[config.mk]
export PLATFORM = sky130hd
export DESIGN_NAME = ddr_cmd_decoder
export DESIGN_NICKNAME = d
export VERILOG_FILES = /design/src/rtl/ddr_pkg.sv /design/src/rtl/bank_state_tracker.sv /design/src/rtl/ddr_cmd_decoder.sv
export SDC_FILE = /design/constraint.sdc
export NUM_CORES = 1
export LEC_CHECK = 0
export CAP_MARGIN = 20
export CORE_MARGIN = 5
export CORE_UTILIZATION = 30
export CTS_BUF_LIST = sky130_fd_sc_hd__clkbuf_16
export DETAILED_ROUTE_END_ITERATION = 7
export GPL_ROUTABILITY_DRIVEN = 1
export PLACE_DENSITY = 0.69
export SYNTH_ARGS = -nofsm -noshare
export SYNTH_HDL_FRONTEND = slang
export SYNTH_SLANG_ARGS = --single-unit
export TNS_END_PERCENT = 30
[constraint.sdc]
create_clock -name clk -period 6.2 [get_ports clk]
set_input_delay 0.93 -clock clk [delete_from_list [all_inputs] [get_ports clk]]
set_output_delay 0.93 -clock clk [all_outputs]
set_load 0.01 [all_outputs]
[src/rtl/ddr_pkg.sv]
// Shared DDR4 command and power-state encodings plus the pin-level command decode.
package ddr_pkg;

  typedef enum logic [3:0] {
    CmdNop, CmdDes, CmdAct, CmdRd, CmdRda, CmdWr, CmdWra,
    CmdPr, CmdPra, CmdRef, CmdMrs, CmdZqc
  } cmd_e;

  typedef enum logic [1:0] {PsNormal, PsPwrdn, PsSelfref} pstate_e;

  // ras_n/cas_n/we_n are only meaningful as command bits when act_n is high.
  function automatic cmd_e decode_cmd(input logic cs_n, input logic act_n, input logic ras_n,
                                      input logic cas_n, input logic we_n, input logic a10);
    cmd_e c;
    c = CmdNop;
    if (cs_n) begin
      c = CmdDes;
    end else if (!act_n) begin
      c = CmdAct;
    end else begin
      case ({ras_n, cas_n, we_n})
        3'b001:  c = CmdRef;
        3'b010:  c = a10 ? CmdPra : CmdPr;
        3'b101:  c = a10 ? CmdRda : CmdRd;
        3'b100:  c = a10 ? CmdWra : CmdWr;
        3'b000:  c = CmdMrs;
        3'b110:  c = CmdZqc;
        default: c = CmdNop;
      endcase
    end
    return c;
  endfunction

endpackage

[src/rtl/bank_state_tracker.sv]
// Open-row bookkeeping per bank and the bank-state legality check for a decoded command.
module bank_state_tracker
  import ddr_pkg::*;
#(
  parameter int unsigned BANKS = 16
) (
  input  logic                     clk,
  input  logic                     rst,
  input  cmd_e                     cmd,
  input  logic [$clog2(BANKS)-1:0] bank,
  input  logic                     update,
  output logic [BANKS-1:0]         bank_open,
  output logic                     legal
);

  logic [BANKS-1:0] open_q, open_d;
  logic             is_open;

  assign is_open   = open_q[bank];
  assign bank_open = open_q;

  always_comb begin
    case (cmd)
      CmdAct:                      legal = !is_open;
      CmdRd, CmdRda, CmdWr, CmdWra: legal = is_open;
      CmdRef:                      legal = ~|open_q;
      default:                     legal = 1'b1;
    endcase
  end

  always_comb begin
    open_d = open_q;
    if (update) begin
      case (cmd)
        CmdAct:                open_d[bank] = 1'b1;
        CmdPr, CmdRda, CmdWra: open_d[bank] = 1'b0;
        CmdPra:                open_d = '0;
        default:               ;
      endcase
    end
  end

  always_ff @(posedge clk or posedge rst) begin
    if (rst) begin
      open_q <= '0;
    end else begin
      open_q <= open_d;
    end
  end

endmodule

[src/rtl/ddr_cmd_decoder.sv]
// DDR4 command decoder: registered per-bank command strobes, open-row legality and CKE power FSM.
module ddr_cmd_decoder
  import ddr_pkg::*;
#(
  parameter int unsigned BANKGROUPS    = 4,
  parameter int unsigned BANKSPERGROUP = 4,
  parameter int unsigned ROWS          = 131072,
  parameter int unsigned COLS          = 1024
) (
  input  logic                             clk,
  input  logic                             rst,
  input  logic                             cke,
  input  logic                             cs_n,
  input  logic                             act_n,
  input  logic                             ras_n,
  input  logic                             cas_n,
  input  logic                             we_n,
  input  logic [$clog2(BANKGROUPS)-1:0]    bg,
  input  logic [$clog2(BANKSPERGROUP)-1:0] ba,
  input  logic [17:0]                      addr,
  output logic [BANKGROUPS*BANKSPERGROUP-1:0] ACT,
  output logic [BANKGROUPS*BANKSPERGROUP-1:0] RD,
  output logic [BANKGROUPS*BANKSPERGROUP-1:0] RDA,
  output logic [BANKGROUPS*BANKSPERGROUP-1:0] WR,
  output logic [BANKGROUPS*BANKSPERGROUP-1:0] WRA,
  output logic [BANKGROUPS*BANKSPERGROUP-1:0] PR,
  output logic [BANKGROUPS*BANKSPERGROUP-1:0] PRA,
  output logic [BANKGROUPS*BANKSPERGROUP-1:0] REF,
  output logic [BANKGROUPS*BANKSPERGROUP-1:0] SRF,
  output logic [BANKGROUPS*BANKSPERGROUP-1:0] PD,
  output logic [BANKGROUPS*BANKSPERGROUP-1:0] PDX,
  output logic [BANKGROUPS*BANKSPERGROUP-1:0] CKEH,
  output logic [BANKGROUPS*BANKSPERGROUP-1:0] CKEL,
  output logic [$clog2(ROWS)-1:0]          row,
  output logic [$clog2(COLS)-1:0]          column,
  output logic [BANKGROUPS*BANKSPERGROUP-1:0] bank_open,
  output logic                             illegal
);

  localparam int unsigned BANKS = BANKGROUPS * BANKSPERGROUP;
  localparam int unsigned BankW = $clog2(BANKS);
  localparam int unsigned RowW  = $clog2(ROWS);
  localparam int unsigned ColW  = $clog2(COLS);

  logic [BANKS-1:0] act_q, rd_q, rda_q, wr_q, wra_q, pr_q, pra_q, ref_q;
  logic [BANKS-1:0] act_d, rd_d, rda_d, wr_d, wra_d, pr_d, pra_d, ref_d;
  logic [BANKS-1:0] srf_q, pd_q, pdx_q, ckeh_q, ckel_q;
  logic [BANKS-1:0] srf_d, pd_d, pdx_d, ckeh_d, ckel_d;
  logic [RowW-1:0]  row_q, row_d;
  logic [ColW-1:0]  col_q, col_d;
  logic             illegal_q, illegal_d;
  logic             cke_q;
  pstate_e          pstate_q, pstate_d;

  cmd_e             cmd;
  logic [BankW-1:0] bank;
  logic             legal, update, is_cmd;
  logic             unused_addr;

  assign cmd         = decode_cmd(cs_n, act_n, ras_n, cas_n, we_n, addr[10]);
  assign bank        = BankW'(bg) * BankW'(BANKSPERGROUP) + BankW'(ba);
  assign is_cmd      = (cmd != CmdNop) && (cmd != CmdDes);
  assign unused_addr = ^addr;

  bank_state_tracker #(
    .BANKS(BANKS)
  ) u_tracker (
    .clk      (clk),
    .rst      (rst),
    .cmd      (cmd),
    .bank     (bank),
    .update   (update),
    .bank_open(bank_open),
    .legal    (legal)
  );

  always_comb begin
    {act_d, rd_d, rda_d, wr_d, wra_d, pr_d, pra_d, ref_d} = '0;
    {srf_d, pd_d, pdx_d, ckeh_d, ckel_d} = '0;
    illegal_d = 1'b0;
    update    = 1'b0;
    pstate_d  = pstate_q;
    row_d     = row_q;
    col_d     = col_q;
    case (pstate_q)
      PsNormal: begin
        if (cke_q && !cke) begin
          // Falling CKE: REF turns into self-refresh entry, anything else is power-down entry.
          if (cmd == CmdRef && legal) begin
            pstate_d = PsSelfref;
            srf_d    = '1;
            ckel_d   = '1;
          end else if (cmd == CmdRef) begin
            illegal_d = 1'b1;
          end else begin
            pstate_d = PsPwrdn;
            pd_d     = '1;
            ckel_d   = '1;
          end
        end else if (!legal) begin
          illegal_d = 1'b1;
        end else begin
          update = 1'b1;
          case (cmd)
            CmdAct: begin act_d[bank] = 1'b1; row_d = addr[RowW-1:0]; end
            CmdRd:  begin rd_d[bank]  = 1'b1; col_d = addr[ColW-1:0]; end
            CmdRda: begin rda_d[bank] = 1'b1; col_d = addr[ColW-1:0]; end
            CmdWr:  begin wr_d[bank]  = 1'b1; col_d = addr[ColW-1:0]; end
            CmdWra: begin wra_d[bank] = 1'b1; col_d = addr[ColW-1:0]; end
            CmdPr:  pr_d[bank] = 1'b1;
            CmdPra: pra_d = '1;
            CmdRef: ref_d = '1;
            default: ;
          endcase
        end
      end
      default: begin
        // Low-power states: pins are ignored until CKE rises; a real command on that edge is rejected.
        if (cke) begin
          pstate_d  = PsNormal;
          ckeh_d    = '1;
          pdx_d     = (pstate_q == PsPwrdn) ? '1 : '0;
          illegal_d = is_cmd;
        end
      end
    endcase
  end

  always_ff @(posedge clk or posedge rst) begin
    if (rst) begin
      {act_q, rd_q, rda_q, wr_q, wra_q, pr_q, pra_q, ref_q} <= '0;
      {srf_q, pd_q, pdx_q, ckeh_q, ckel_q} <= '0;
      row_q     <= '0;
      col_q     <= '0;
      illegal_q <= 1'b0;
      cke_q     <= 1'b1;
      pstate_q  <= PsNormal;
    end else begin
      {act_q, rd_q, rda_q, wr_q, wra_q, pr_q, pra_q, ref_q} <=
          {act_d, rd_d, rda_d, wr_d, wra_d, pr_d, pra_d, ref_d};
      {srf_q, pd_q, pdx_q, ckeh_q, ckel_q} <= {srf_d, pd_d, pdx_d, ckeh_d, ckel_d};
      row_q     <= row_d;
      col_q     <= col_d;
      illegal_q <= illegal_d;
      cke_q     <= cke;
      pstate_q  <= pstate_d;
    end
  end

  assign {ACT, RD, RDA, WR, WRA, PR, PRA, REF} = {act_q, rd_q, rda_q, wr_q, wra_q, pr_q, pra_q, ref_q};
  assign {SRF, PD, PDX, CKEH, CKEL} = {srf_q, pd_q, pdx_q, ckeh_q, ckel_q};
  assign row     = row_q;
  assign column  = col_q;
  assign illegal = illegal_q;

endmodule
==> flow_summary.ini <==
[outcome]
status = finished, final reports clean

[place]
hpwl_um = 14300
portBuffers = 280
finalWeightedCongestion = 0.829

[critical_path]
arrival_ns = 3.94
end_kind = flop
cp_max_fo = 12
crit_required_ns = 6.50
start_kind = primary input
crit_type = primary input to flop

[timing]
tns_ns = 0
maxSlewHeadroom_pct = 27.6
fmax_mhz = 275
rsz0062_at_grt = false
fin_crit_sh_pct = 58.6
period_needed_ns = 3.63
hold_viol_final = 0
drv_slew = 0
setup_violations = 0
skew_ns = 0.00874
max_slew.worst_pin.slew_ns = 1.08

[final_layout]
drive_above_1_share_pct = 11.1
syn2layout_area_growth_pct = 43.0
utilization_pct = 43.6
diodes = 0
fin_nets = 796

[floorplanning]
die_h_um = 159
start_util_pct = 30.5
core.rowCount = 54
die_w_um = 159
coreArea_sq_um = 21900
dieArea_sq_um = 25300
pin_count = 282

[drt]
ant_nets = 0
drt_pre_antenna_iters = 4
post_drt_wl_per_cell_um = 18.9
wl_um = 20000
viasPerCell = 4.72
num_vias = 4997
drc_errors = 0
drtIter0Drc = 240

[job]
cap_violations = 0

[pwr]
p_int_uw = 1900
p_sw_uw = 683
power.density_nw_per_um2 = 270
p_comb_share_pct = 18.7
leakage_uw = 0.00386
switching_share_pct = 26.4
p_clk_share_pct = 38.5
ir_drop_mv = 0.185
seq_power_share_pct = 42.8
power.total_uw = 2580

[clock_network]
cts.repair.resized = 0
cts_tree = done
numCtsBuffers = 17
root_buffer = clkbuf_16
path_clk_slew_ns = 0.06
h-tree-depth = 4
cts_sinks = 150
hold_buffers = 0
post_cts.repair.setup_buffers = 0
clockBufferDepth = 2
clk_latency_ns = 0.42

[synthesis]
syn_avg_cell_area_sq_um = 11.2
synth-seq-cells = 150
synth_edf_count = 0
synthesis.instances = 597
syn-num-nets = 627
ys_warn_count = 0
async_flop_share_pct = 100
synth_cell_type_count = 51
synth_flop_cell = dfrtp_1
syn_area_sq_um = 6680
ys_seq_area_share_pct = 56.2

[grt]
groute.usage.overall_pct = 15.6
overflow = 0
antenna_found_initial = 0
grt_pass1_vias = 5162
grt_first_pass_wirelength_um = 31200
grt_max_degree = 95

[min_path]
min_path_type = flop to flop
==> final timing paths <==
path,cells past startpoint,start,slack (ns),to
max,7,ba[1],2.57,u_tracker.bank_open[15]
min,1,pstate_q[1],0.46,PDX[14]
max reg2reg,6,u_tracker.bank_open[7],3.52,u_tracker.bank_open[15]
min reg2reg,1,pstate_q[1],0.46,PDX[14]
max in group asynchronous,3,rst,3.87,ACT[5]
min in group asynchronous,2,rst,1.05,CKEL[14]
==> power by group through the flow <==
stage | Clock [uW] | Sequential [uW] | Combinational, uW
2_1_floorplan | 0 | 1150 | 216
3_3_place_gp | 0 | 1120 | 484
3_5_place_dp | 0 | 1120 | 488
4_1_cts | 1020 | 1110 | 490
5_1_grt | 1060 | 1120 | 522
6_report | 994 | 1100 | 484
==> cells in the final DEF (no fill, tap or decap), types with 4 or more instances in the layout <==
cell type        Yosys  layout
nor2_1              55      55
nor2b_1              8       8
clkbuf_16            0      17
o211ai_1             5       5
inv_1                8       7
mux2i_1              4       4
o22ai_1              5       5
o21ai_0             18      18
nor4_1              53      53
clkdlybuf4s50_1      0     280
clkinv_2             0       5
nand2_1             26      26
or2_2                5       5
a21boi_0             9       8
nand2b_1             9       9
buf_4              106       7
a21oi_1              5       5
a211o_1             10      10
mux2_2              30      30
dfrtp_1            149     149
nor3_1              15      15
==> worst max-delay path, cell delays in order <==
cell and delay (ns):
clkdlybuf4s50_1 0.80, mux2i_1 0.15, a22o_1 0.29, o21ba_2 0.25, o311ai_2 0.94, nor2_1 0.24, a211o_1 0.33
==> per-layer routing <==
layer	vias to the layer above	share of wire (%)	GRT usage (%)
met5	-	0	0
met4	0	2.6	5.58
met3	34	9.5	6.34
met2	209	46	25.0
met1	2437	42	18.9
li1	2317	-	-
==> stage by stage <==
step | instances | area (sq um) | hold slack, ns | worst slack, ns
final | 1058 | 9550 | 0.458 | 2.57
after global routing | 1058 | 9550 | 0.488 | 2.38
after CTS | 1057 | 9540 | 0.454 | 2.51
after detailed placement | 1026 | 8980 | 0.440 | 2.04
after global placement | 1025 | 8960 | 0.444 | 2.09
after floorplan | 597 | 6680 | 0.425 | 1.24
==> state kept, by name (all words and copies together), names as in the netlist <==
signal               cells
RDA                     16
REF                      1
PD                       1
SRF                      1
column                  10
WR                      16
CKEL                     1
ACT                     16
PR                      16
cke_q                    1
RD                      16
u_tracker.bank_open     16
CKEH                     1
row                     17
PDX                      1
illegal                  1
PRA                      1
pstate_q                 2
WRA                     16
==> kinds of logic (layout without fill, tap and decap cells) <==
logic type	count (synthesis)	in the layout	share of synthesized area [%]
buffers and inverters	146	327	14.7
DFF	150	150	56.2
AOI/OAI and AO/OA	81	81	9.01
muxes	34	34	5.66
and+or+nand+nor	186	186	14.4
==> cells in the mapped netlist, drive strengths merged, types with 9 or more instances <==
cell type / number / area share, %
nor3: 16 / 1.4
nand2b: 10 / 1.0
a21boi: 9 / 1.0
clkbuf: 23 / 1.3
buf: 115 / 13
nor2: 55 / 3.1
o21ai: 20 / 1.6
nand2: 26 / 1.5
mux2: 30 / 5.1
nor4: 53 / 5.0
a211o: 10 / 1.3
dfrtp: 149 / 56
==> cell type report <==
type                       count  area (sq um)
sequential                   150          3750
timing repair buffer         288          2880
clock buffer                  17           425
fill                        2030         12300
inverter                       8          35.0
tap                          280           350
clock inverter                14           134
multi-input combinational    301          1980
Power figures use the tool's default switching activity.
